==> src/rtl/mult_issue_ctrl_pkg.sv <==
// Shared execute-stage types and multiplier constants used by the multiply issue
// controller and its result FIFO.
package mult_issue_ctrl_pkg;

  localparam int MULT_LATENCY = 8;

  typedef struct packed {
    logic [7:0] op_id;
    logic [5:0] dest_tag;
  } IS_EX_PACKET;

  typedef struct packed {
    logic [63:0] alu_result;
    logic [7:0]  op_id;
    logic [5:0]  dest_tag;
  } EX_IC_PACKET;

endpackage

==> src/rtl/mult_issue_ctrl_fifo.sv <==
// Result FIFO behind the multiplier: push on captured done, pop on handshake,
// clear on flush. The head is presented directly from the storage registers.
module mult_result_fifo
  import mult_issue_ctrl_pkg::*;
#(
  parameter int DEPTH = 10
) (
  input  logic                       clk,
  input  logic                       rst_n_i,
  input  logic                       clear_i,
  input  logic                       push_i,
  input  logic                       pop_i,
  input  EX_IC_PACKET                push_data_i,
  output logic [$clog2(DEPTH+1)-1:0] count_o,
  output logic                       valid_o,
  output EX_IC_PACKET                head_o
);

  localparam int PW = (DEPTH > 1) ? $clog2(DEPTH) : 1;
  localparam int CW = $clog2(DEPTH + 1);

  EX_IC_PACKET   mem_q [DEPTH];
  logic [PW-1:0] wr_ptr_q, wr_ptr_d, rd_ptr_q, rd_ptr_d;
  logic [CW-1:0] count_q, count_d;
  logic          do_pop_s;

  function automatic logic [PW-1:0] ptr_inc(input logic [PW-1:0] p);
    if (p == PW'(DEPTH - 1)) begin
      return '0;
    end else begin
      return p + PW'(1);
    end
  endfunction

  // Pointer and occupancy next-state; clear overrides push and pop.
  always_comb begin
    do_pop_s = pop_i && (count_q != '0);
    wr_ptr_d = wr_ptr_q;
    rd_ptr_d = rd_ptr_q;
    count_d  = count_q;
    if (clear_i) begin
      wr_ptr_d = '0;
      rd_ptr_d = '0;
      count_d  = '0;
    end else begin
      if (push_i) wr_ptr_d = ptr_inc(wr_ptr_q);
      else        wr_ptr_d = wr_ptr_q;
      if (do_pop_s) rd_ptr_d = ptr_inc(rd_ptr_q);
      else          rd_ptr_d = rd_ptr_q;
      if (push_i && !do_pop_s)      count_d = count_q + CW'(1);
      else if (!push_i && do_pop_s) count_d = count_q - CW'(1);
      else                          count_d = count_q;
    end
  end

  // Pointer and count registers.
  always_ff @(posedge clk) begin
    if (!rst_n_i) begin
      wr_ptr_q <= '0;
      rd_ptr_q <= '0;
      count_q  <= '0;
    end else begin
      wr_ptr_q <= wr_ptr_d;
      rd_ptr_q <= rd_ptr_d;
      count_q  <= count_d;
    end
  end

  // Storage write; entries need no reset because the head is masked when empty.
  always_ff @(posedge clk) begin
    if (push_i && !clear_i) mem_q[wr_ptr_q] <= push_data_i;
  end

  assign count_o = count_q;
  assign valid_o = (count_q != '0);
  assign head_o  = valid_o ? mem_q[rd_ptr_q] : '0;

  mult_result_fifo_chk #(.DEPTH(DEPTH), .CW(CW)) u_chk (
    .clk     (clk),
    .rst_n_i (rst_n_i),
    .push_i  (push_i),
    .clear_i (clear_i),
    .count_i (count_q)
  );

endmodule

// Overflow checker: credits must keep the FIFO from ever being pushed while full.
module mult_result_fifo_chk #(
  parameter int DEPTH = 10,
  parameter int CW    = 4
) (
  input logic          clk,
  input logic          rst_n_i,
  input logic          push_i,
  input logic          clear_i,
  input logic [CW-1:0] count_i
);
  a_no_overflow: assert property (@(posedge clk) disable iff (!rst_n_i)
    (push_i && !clear_i) |-> (count_i < CW'(DEPTH)));
endmodule

==> src/rtl/mult_issue_ctrl.sv <==
// Round-robin issue arbiter for the non-stalling pipelined multiplier; credits
// (in-flight + buffered) guarantee every completing result has a FIFO slot.
module mult_issue_ctrl
  import mult_issue_ctrl_pkg::*;
#(
  parameter int N_REQ   = 4,
  parameter int DEPTH   = 10,
  parameter int LATENCY = MULT_LATENCY
) (
  input  logic                         clk,
  input  logic                         reset,
  input  logic [N_REQ-1:0]             req,
  input  logic [N_REQ-1:0][63:0]       req_mcand,
  input  logic [N_REQ-1:0][63:0]       req_mplier,
  input  IS_EX_PACKET [N_REQ-1:0]      req_packet,
  output logic [N_REQ-1:0]             grant,
  output logic                         mult_start,
  output logic [63:0]                  mult_mcand,
  output logic [63:0]                  mult_mplier,
  output IS_EX_PACKET                  mult_packet,
  input  logic                         mult_done,
  input  EX_IC_PACKET                  mult_result,
  output logic                         out_valid,
  output EX_IC_PACKET                  out_packet,
  input  logic                         out_ready,
  input  logic                         flush
);

  localparam int IDX_W = (N_REQ > 1) ? $clog2(N_REQ) : 1;
  localparam int CW    = $clog2(DEPTH + 1);
  localparam int SW    = CW + 1;

  logic [IDX_W-1:0] rr_ptr_q, rr_ptr_d;
  logic [CW-1:0]    inflight_q, inflight_d, discard_q, discard_d, count_s;
  logic [N_REQ-1:0] grant_s;
  logic [IDX_W-1:0] gnt_idx_s, cand_s;
  logic             gnt_any_s, hit_s, issue_ok_s, push_s;

  // Credit check and round-robin search starting at rr_ptr.
  always_comb begin
    issue_ok_s = !flush && ((SW'(inflight_q) + SW'(count_s)) < SW'(DEPTH));
    grant_s    = '0;
    gnt_idx_s  = '0;
    gnt_any_s  = 1'b0;
    cand_s     = '0;
    hit_s      = 1'b0;
    for (int i = 0; i < N_REQ; i++) begin
      cand_s = IDX_W'((int'(rr_ptr_q) + i) % N_REQ);
      hit_s  = issue_ok_s && !gnt_any_s && req[cand_s];
      if (hit_s) begin
        grant_s[cand_s] = 1'b1;
        gnt_idx_s       = cand_s;
        gnt_any_s       = 1'b1;
      end else begin
        gnt_any_s = gnt_any_s;
      end
    end
    if (!gnt_any_s)                          rr_ptr_d = rr_ptr_q;
    else if (gnt_idx_s == IDX_W'(N_REQ - 1)) rr_ptr_d = '0;
    else                                     rr_ptr_d = gnt_idx_s + IDX_W'(1);
  end

  // In-flight/discard accounting; dones that belong to squashed ops are dropped.
  always_comb begin
    if (gnt_any_s && !mult_done)      inflight_d = inflight_q + CW'(1);
    else if (!gnt_any_s && mult_done) inflight_d = inflight_q - CW'(1);
    else                              inflight_d = inflight_q;
    if (flush)                                discard_d = inflight_q - CW'(mult_done);
    else if (mult_done && discard_q != '0)    discard_d = discard_q - CW'(1);
    else                                      discard_d = discard_q;
    push_s = mult_done && !flush && (discard_q == '0);
  end

  // Arbiter and credit state registers.
  always_ff @(posedge clk) begin
    if (!reset) begin
      rr_ptr_q   <= '0;
      inflight_q <= '0;
      discard_q  <= '0;
    end else begin
      rr_ptr_q   <= rr_ptr_d;
      inflight_q <= inflight_d;
      discard_q  <= discard_d;
    end
  end

  assign grant       = grant_s;
  assign mult_start  = gnt_any_s;
  assign mult_mcand  = gnt_any_s ? req_mcand[gnt_idx_s]  : 64'd0;
  assign mult_mplier = gnt_any_s ? req_mplier[gnt_idx_s] : 64'd0;
  assign mult_packet = gnt_any_s ? req_packet[gnt_idx_s] : '0;

  mult_result_fifo #(.DEPTH(DEPTH)) u_fifo (
    .clk         (clk),
    .rst_n_i     (reset),
    .clear_i     (flush),
    .push_i      (push_s),
    .pop_i       (out_valid && out_ready),
    .push_data_i (mult_result),
    .count_o     (count_s),
    .valid_o     (out_valid),
    .head_o      (out_packet)
  );

  mult_issue_ctrl_chk #(.N_REQ(N_REQ), .LATENCY(LATENCY)) u_chk (
    .clk        (clk),
    .reset      (reset),
    .mult_start (gnt_any_s),
    .mult_done  (mult_done),
    .grant      (grant_s)
  );

endmodule

// Protocol checker: one-hot grant and fixed start-to-done pipeline latency.
module mult_issue_ctrl_chk #(
  parameter int N_REQ   = 4,
  parameter int LATENCY = 8
) (
  input logic             clk,
  input logic             reset,
  input logic             mult_start,
  input logic             mult_done,
  input logic [N_REQ-1:0] grant
);
  a_grant_onehot: assert property (@(posedge clk) disable iff (!reset) $onehot0(grant));
  a_fixed_latency: assert property (@(posedge clk) disable iff (!reset)
    mult_start |-> ##LATENCY mult_done);
endmodule
==> config.mk <==
export PLATFORM = sky130hd
export DESIGN_NAME = mult_issue_ctrl
export DESIGN_NICKNAME = d
export VERILOG_FILES = /design/src/rtl/mult_issue_ctrl_pkg.sv /design/src/rtl/mult_issue_ctrl_fifo.sv /design/src/rtl/mult_issue_ctrl.sv
export SDC_FILE = /design/constraint.sdc
export NUM_CORES = 1
export LEC_CHECK = 0
export CAP_MARGIN = 40
export CORE_AREA = 2 2 343 345
export DETAILED_ROUTE_END_ITERATION = 12
export DIE_AREA = 0 0 345 347
export PLACE_DENSITY = 0.64
export SLEW_MARGIN = 40
export SYNTH_ARGS = -nofsm -noshare
export SYNTH_HDL_FRONTEND = slang
export SYNTH_SLANG_ARGS = --single-unit
==> constraint.sdc <==
create_clock -name clk -period 15.4 [get_ports clk]
set_input_delay 3.08 -clock clk [delete_from_list [all_inputs] [get_ports clk]]
set_output_delay 3.08 -clock clk [all_outputs]
set_load 0.05 [all_outputs]
# Yosys cells after proc, flatten, opt, wreduce, memory -nomap -nowiden

Memories as Yosys holds them, arrays and structs flattened. A register that Yosys moved wholly into a read port is not among the register bits.
Index checks and enable logic that the tools add are counted.

$add $sub $neg: 13
$lt $le $gt $ge: 10
Equality and inequality tests: 3
Mux-type cells: 51
Bitwise logic cells: 4
Reductions and logical operators: 37

Operators by type and width:

| operator                                             | number |
|---|---|
| binary-select mux 64 bit (select 2 bit)              | 2 |
| two-way mux 64 bit                                   | 4 |
| two-way mux 78 bit                                   | 1 |
| two-way mux 4 bit                                    | 14 |
| binary-select mux 14 bit (select 2 bit)              | 1 |
| two-way mux 14 bit                                   | 2 |
| logical AND 1 bit                                    | 22 |
| adder 4 x 1 -> 4 bit (second input constant)         | 4 |
| < comparator 2 x 3 -> 1 bit (second input constant)  | 5 |
| two-way mux 1 bit                                    | 14 |
| bitwise OR 4 bit                                     | 3 |
| subtractor 4 x 1 -> 4 bit (second input constant)    | 3 |
| two-way mux 2 bit                                    | 5 |
| binary-select mux 1 bit (select 2 bit)               | 4 |
| demux 1 bit (select 2 bit)                           | 4 |
| == test 4 bit (second input constant)                | 2 |
| >= comparator 2 x 1 -> 1 bit (second input constant) | 4 |
| logical NOT 1 bit                                    | 8 |
| nonzero test 4 bit                                   | 2 |
| nonzero test 2 bit                                   | 3 |
| adder 4 x 4 -> 5 bit                                 | 1 |
| < comparator 5 x 4 -> 1 bit (second input constant)  | 1 |
| adder 2 x 1 -> 2 bit (second input constant)         | 2 |
| adder 2 bit (second input constant)                  | 2 |
| other kinds (5)                                      | 5 |

Register bits: 22
RAM bits: 780
Bits of input ports: 655
Output and inout bits: 226
Logic and storage cells: 125
Memories kept: 1

Memory list:

| memory       | depth | bits a word | rd ports | clocked after memory_dff | wr ports | line                       | RTL |
|---|---|---|---|---|---|---|---|
| u_fifo.mem_q | 10    | 78          | 1        | 1                        | 1        | mult_issue_ctrl_fifo.sv:22 | `EX_IC_PACKET mem_q [DEPTH];` |

# Depth between registers and ports, before layout

Gate-level depths: netlist (run 1).

Word-level depth: 21
Depth in mapped cells: 14
Depth with buffers taken out: 14

# Hierarchy

From an unflattened synthesis (run 1), not the netlist that was laid out.

Cells, all modules: 1984
Area total of the unflattened synthesis: 35816.9 µm²

By module, submodules not included:

| module           | times used | cells each | area each (µm²) | sequential area each (µm²) |
|---|---|---|---|---|
| mult_result_fifo | 1          | 1346       | 30321.6         | 23742.8 |
| mult_issue_ctrl  | 1          | 638        | 5495.3          | 200.2 |

# Least setup slack after synthesis (run 1)

No wires, ideal clock.

Kind: input-to-reg
Start point: input mult_done
End point: memory u_fifo.mem_q[2][0] in the netlist's numbering (enable)
Setup time: 733 ps
Arrival: 11783 ps
Required time: 14667 ps
Setup slack: 2884 ps
Stages on the path: 3
Buffers on the path: 0
Path through: nor4bb_1 -> nand2b_1 -> nor4b_1

Word-level cells in the longest chain between the ends: 5

Ends and longest elaborated chain:

| item                                    | line                       | RTL |
|---|---|---|
| start, declared                         | mult_issue_ctrl.sv:21      | `input logic mult_done,` |
| logical AND 1 bit (2 in series)         | mult_issue_ctrl.sv:71      | `push_s = mult_done && !flush && (discard_q == '0);` |
| logical AND 1 bit                       | mult_issue_ctrl_fifo.sv:71 | `if (push_i && !clear_i) mem_q[wr_ptr_q] <= push_data_i;` |
| two-way mux 1 bit                       | mult_issue_ctrl_fifo.sv:71 |  |
| two-way mux 1 bit (not written as such) | mult_issue_ctrl_fifo.sv:71 |  |
| end, declared                           | mult_issue_ctrl_fifo.sv:22 |  |

Every way passes these cells.

# Final worst setup path (run 1)

Start point: input req[3]
End point: output mult_mplier[42]

Word-level cells in the longest chain between the ends: 19
Elaborated cells on any way between the ends: 29
Classes of those cells: mux: 19; reduce/logical: 10

Ends and longest elaborated chain:

| item                                     | line                  | RTL |
|---|---|---|
| start, declared                          | mult_issue_ctrl.sv:12 | `input logic [N_REQ-1:0] req,` |
| binary-select mux 1 bit (select 2 bit)   | mult_issue_ctrl.sv:49 | `hit_s = issue_ok_s && !gnt_any_s && req[cand_s];` |
| two-way mux 1 bit (not written as such)  | mult_issue_ctrl.sv:49 |  |
| logical AND 1 bit                        | mult_issue_ctrl.sv:49 |  |
| two-way mux 1 bit                        | mult_issue_ctrl.sv:50 | `if (hit_s) begin` |
| logical NOT 1 bit                        | mult_issue_ctrl.sv:49 |  |
| logical AND 1 bit (2 in series)          | mult_issue_ctrl.sv:49 |  |
| two-way mux 1 bit                        | mult_issue_ctrl.sv:50 |  |
| logical NOT 1 bit                        | mult_issue_ctrl.sv:49 |  |
| logical AND 1 bit (2 in series)          | mult_issue_ctrl.sv:49 |  |
| two-way mux 1 bit                        | mult_issue_ctrl.sv:50 |  |
| logical NOT 1 bit                        | mult_issue_ctrl.sv:49 |  |
| logical AND 1 bit (2 in series)          | mult_issue_ctrl.sv:49 |  |
| two-way mux 2 bit                        | mult_issue_ctrl.sv:50 |  |
| binary-select mux 64 bit (select 2 bit)  | mult_issue_ctrl.sv:90 | `assign mult_mplier = gnt_any_s ? req_mplier[gnt_idx_s] : 64'd0;` |
| two-way mux 64 bit (not written as such) | mult_issue_ctrl.sv:90 |  |
| two-way mux 64 bit (*)                   | mult_issue_ctrl.sv:90 |  |
| end, declared                            | mult_issue_ctrl.sv:19 | `output logic [63:0] mult_mplier,` |

Mark *: on every way between the ends. The rest lies on a longest branch, timed or not. The select of a mux whose other input is x is not followed.

==> metrics.yaml, run 1 <==
outcome:
  status: "finished clean"
global_route:
  grt_max_degree: 117
  grt_pass1_wl_mm: 206
  grt_overflow: 0
  grt_use_total_pct: 25.4
  antenna_found_initial: 93
  grt_pass1_vias: 23600
detailed_routing:
  drtIter0Drc: 2336
  routedWlPerCell_um: 34.3
  dr_wl_met2_mm: 71.1
  m1WireLength_mm: 58.3
  ant_nets: 0
  wl_met3_mm: 17.4
  routed_wirelength_mm: 156
  top_layer: "met5"
  drt_pre_antenna_iters: 5
  vias: 24200
  route.detailed.drc: 0
  viasPerCell: 5.30
placed_design:
  hpwl_mm: 118
  io_buffers: 880
  placed_area_sq_um: 46400
  gp_congestion: 1.11
  preCtsSetupSlack_ns: 4.52
die:
  dieArea_sq_um: 120000
  std_cell_rows: 125
  boundaryPins: 881
  dieHeight_um: 347
  die_x_um: 345
  core_area_sq_um: 116000
  start_util_pct: 31.0
synthesis:
  synth_edf_count: 780
  avgSynthCellArea_sq_um: 17.4
  syn_inst: 2070
  async_reset_ff_share_pct: 0
  ys_ff_latch: 806
  synth_cell_types: 51
  synth_nets: 2745
  syn_area_sq_um: 35900
  synth_ff_type: "edfxtp_1"
  synth_warnings: 0
  ys_seq_area_share_pct: 66.7
min_path:
  min-delay-start: "u_fifo.rd_ptr_q[3]"
  holdPathStages: 2
  min_path_type: "reg2reg"
timing:
  final.period_utilization_pct: 71.0
  slew_headroom_pct: 34.8
  setup_tns_ns: 0
  clock.fmax_ghz: 0.0915
  tightest_slew_ns: 0.959
  clock-skew-final_ns: 0.0298
  fin_ws_ns: 4.47
  grt_setup_unrepaired: "false"
  setup_viol: 0
  period_minus_slack_ns: 10.93
  slew_viol_final: 0
  finalHoldViolations: 0
cts:
  cts_max_level: 3
  numClockSinks: 806
  tritoncts: "yes"
  clock_latency_ns: 0.63
  cts_buffers: 79
  cts.repair.resized: 0
  cts_root_buf: "clkbuf_16"
  clk_pin_slew_ns: 0.06
  cts_buffer_depth: 3
  post_cts_buffers: 0
  holdBufCountCts: 0
layout:
  fillers: 10400
  final_common_cell: "clkdlybuf4s50_1"
  most-common-layout-cells: "869 x clkdlybuf4s50_1, 780 x edfxtp_1, 352 x mux2i_1, 158 x mux4_2, 157 x a211oi_1"
  drive_gt1_share_pct: 12.3
  finalNetCount: 3595
  design_area_sq_um: 49100
  final_core_util_pct: 42.4
  syn_to_final_growth_pct: 36.6
critical_path:
  setup.worst_path.start_class: "primary input"
  worst_setup_path_end_kind: "output port"
  r2r_cells: 7
  criticalPathCategory: "in2out"
  rrSetupSlack_ns: 11.46
  reg2reg_from: "discard_q[0]"
  r2r-end: "u_fifo.mem_q[2][19]"
  cp.required_ns: 12.32
  cp.arrival_ns: 7.85
  cp_max_fo: 66
power:
  p_total_mw: 7.33
  p_leak_nw: 15.5
  ir_drop_mv: 0.159
  power.density_nw_per_um2: 149
job:
  cap_violations: 0
[logic make-up after synthesis]
group	count (synthesis)	synth area share (%)
xor+xnor	15	0.366
compound gates	356	6.79
mux	527	20.2
flops	806	66.7
simple gates	163	2.58
buf+inv	183	2.63
fa+ha+maj	20	0.759
[synth_stat cells, drive strengths merged, types with 7 or more instances]
cell type    n  share of area (%)
edfxtp     780                 65
mux2i      367                 10
mux4       158                9.9
a211oi     157                3.3
o22ai      142                2.5
clkbuf      90               0.94
nor2b       83                1.4
buf         71                1.5
nor2        31               0.32
dfxtp       26                1.4
a21oi       23               0.32
inv         22               0.23
ha          17               0.59
nand2       10               0.10
o21ai       10               0.14
xnor2        9               0.22
nand2b       7               0.12
nor3         7              0.098
[layer usage]
layer | vias up | global-route usage [%]
met2 | 1244 | 39.1
met4 | 52 | 13.8
li1 | 10300 | -
met3 | 311 | 10.1
met5 | - | 0
met1 | 12300 | 30.4
[power breakdown]
part,switching [mW],internal (mW),total (mW)
registers,0.0266,2.44,2.47
clock network,0.821,1.03,1.86
logic,1.96,1.05,3.00
[cell type report]
type | count | area (sq um) | area share [%]
Sequential cell | 806 | 24000 | 48.8
Multi-Input combinational cell | 1081 | 11200 | 22.9
Timing Repair Buffer | 930 | 9290 | 18.9
Clock buffer | 98 | 2080 | 4.24
Tap cell | 1524 | 1910 | 3.89
Clock inverter | 46 | 382 | 0.778
Antenna cell | 51 | 128 | 0.260
Inverter | 22 | 82.6 | 0.168
[per-stage QoR]
step | instances | hold WS, ns
finish | 4558 | 0.516
detailed placement | 4361 | 0.503
global placement | 4357 | 0.484
floorplan | 2070 | 0.473
global route | 4528 | 0.570
CTS | 4505 | 0.513
[flip-flops by register name (all words and copies together) (netlist names), named ones only]
register	cells
discard_q	4
inflight_q	4
rr_ptr_q	2
u_fifo.count_o	4
u_fifo.mem_q	780
u_fifo.rd_ptr_q	4
u_fifo.wr_ptr_q	4
[worst max-delay path by stage]
| stage | from | end | slack, ns | depth (start not counted) |
|---|---|---|---|---|
| 6_report | req[3] | mult_mplier[42] | 4.47 | 9 |
| 5_1_grt | req[3] | mult_mplier[41] | 4.34 | 9 |
| 4_1_cts | req[3] | mult_mplier[49] | 4.52 | 9 |
| 3_5_place_dp | req[3] | mult_mplier[49] | 4.52 | 9 |
| 3_3_place_gp | req[3] | mult_mplier[49] | 4.26 | 9 |
| 2_1_floorplan | mult_done | u_fifo.mem_q[2][0] | 2.88 | 3 |
[worst max-delay path: stages]
cell	delay, ns
clkdlybuf4s50_1	0.62
mux2_2	0.38
a22o_1	0.28
a311oi_2	0.53
nand2b_4	0.51
buf_4	0.59
buf_4	0.70
o22ai_1	0.29
clkdlybuf4s50_1	0.76
(Power assumes the default switching activity.)
==> run 2, diff against run 1 <==
- CORE_AREA: 2 2 343 345 -> 2 2 341 343
- DIE_AREA: 0 0 345 347 -> 0 0 343 345
- PLACE_DENSITY: 0.64 -> 0.67
- clock period: 15.4 -> 9.6 ns (I/O delays scaled with it)
==> metrics.yaml, run 2 (same netlist as run 1, synthesis figures left out) <==
timing:
  slew_viol_final: 0
  slew_headroom_pct: 39.0
  tightest_slew_ns: 0.897
  finalHoldViolations: 0
  period_minus_slack_ns: 8.37
  clock-skew-final_ns: 0.0211
  hold_ws_ns: 0.512
  setup_viol: 0
  grt_setup_unrepaired: "false"
  fin_ws_ns: 1.23
  clock.fmax_ghz: 0.119
  final.period_utilization_pct: 87.2
  setup_tns_ns: 0
layout:
  design_area_sq_um: 49400
  largest_reg_flops: 780
  final_core_util_pct: 42.9
  syn_to_final_growth_pct: 37.6
  drive_gt1_share_pct: 13.1
  finalNetCount: 3603
  final_cell_count_no_fill: 4536
  regMostFlops: "u_fifo.mem_q"
  fillers: 10200
  final_common_cell: "clkdlybuf4s50_1"
  most-common-layout-cells: "877 x clkdlybuf4s50_1, 780 x edfxtp_1, 327 x mux2i_1, 158 x mux4_2, 157 x a211oi_1"
critical_path:
  worst_setup_path_end_kind: "output port"
  cp.required_ns: 7.68
  setup.worst_path.start_class: "primary input"
  cp_max_fo: 19
  criticalPathCategory: "in2out"
  cp.arrival_ns: 6.45
global_route:
  grt_pass1_vias: 23300
  grt_overflow: 0
  grt_pass1_wl_mm: 199
  antenna_found_initial: 87
  grt_use_total_pct: 24.7
  grt_max_degree: 130
cts:
  clk_pin_slew_ns: 0.06
  cts_max_level: 3
  numClockSinks: 806
  clock_latency_ns: 0.63
  post_cts_buffers: 0
  holdBufCountCts: 0
  cts.repair.resized: 0
  cts_buffer_depth: 3
  cts_buffers: 79
  cts_root_buf: "clkbuf_16"
  tritoncts: "yes"
outcome:
  status: "finished clean"
detailed_routing:
  route.detailed.drc: 0
  vias: 24100
  drt_pre_antenna_iters: 5
  dr_wl_met2_mm: 67.3
  routedWlPerCell_um: 33.3
  drtIter0Drc: 2265
  wl_met3_mm: 17.3
  ant_nets: 0
  viasPerCell: 5.31
  routed_wirelength_mm: 151
  top_layer: "met5"
  m1WireLength_mm: 61.7
die:
  start_util_pct: 31.2
  dieArea_sq_um: 118000
  dieHeight_um: 345
  boundaryPins: 881
  die_x_um: 343
  std_cell_rows: 125
  core_area_sq_um: 115000
power:
  power.density_nw_per_um2: 244
  ir_drop_mv: 0.186
  p_total_mw: 12.1
  p_leak_nw: 15.5
job:
  cap_violations: 0
placed_design:
  gp_congestion: 0.956
  placed_area_sq_um: 46800
  dp.cells: 4370
  io_buffers: 880
  preCtsSetupSlack_ns: 1.28
  hpwl_mm: 112
min_path:
  min_path_type: "reg2reg"
-- run 2: cell count changes in the layout (fill, tap and decap cells not counted), sizes merged --
| cell | delta |
|---|---|
| clkinv | -1 |
| diode | -26 |
| clkbuf | -7 |
| bufinv | +2 |
| clkinvlp | +1 |
| clkdlybuf4s50 | +8 |
| inv | +1 |
-- run 2: cell type report --
cell class / count / area [sq um] / area share, %
tap: 1524 / 1910 / 3.86
multi-input combinational: 1081 / 11400 / 23.1
clock buffer: 91 / 2060 / 4.18
clock inverter: 49 / 460 / 0.932
timing repair buffer: 938 / 9470 / 19.2
antenna: 25 / 62.6 / 0.127
inverter: 22 / 82.6 / 0.167
sequential: 806 / 24000 / 48.5
-- run 2: where the power goes --
part           switching (mW)  internal, mW
sequential             0.0472          3.91
clock                    1.31          1.72
combinational            3.31          1.76
-- run 2: path summary, 6_finish.rpt --
path                                    startpoint             end  slack [ns]  cells after the start
worst max-delay path                        req[3]  mult_packet[2]        1.23                      9
worst min-delay path            u_fifo.rd_ptr_q[3]       flip-flop        0.51                      2
worst max register to register         rr_ptr_q[0]     rr_ptr_q[1]        5.47                      8
worst min register to register  u_fifo.rd_ptr_q[3]       flip-flop        0.51                      2
-- run 2: per-layer routing --
| metal | global-route usage (%) | vias to the layer above |
|---|---|---|
| li1 | - | 10300 |
| met1 | 32.9 | 12300 |
| met2 | 37.0 | 1160 |
| met3 | 9.40 | 243 |
| met4 | 8.34 | 74 |
| met5 | 0 | - |
-- run 2: critical path, stage by stage --
cell and delay [ns]:
clkdlybuf4s50_1 0.61, mux4_2 0.60, nand2b_1 0.21, a32o_4 0.43, buf_12 0.25, buf_4 0.49, mux2i_2 0.82, o22ai_1 0.25
clkdlybuf4s50_1 0.77
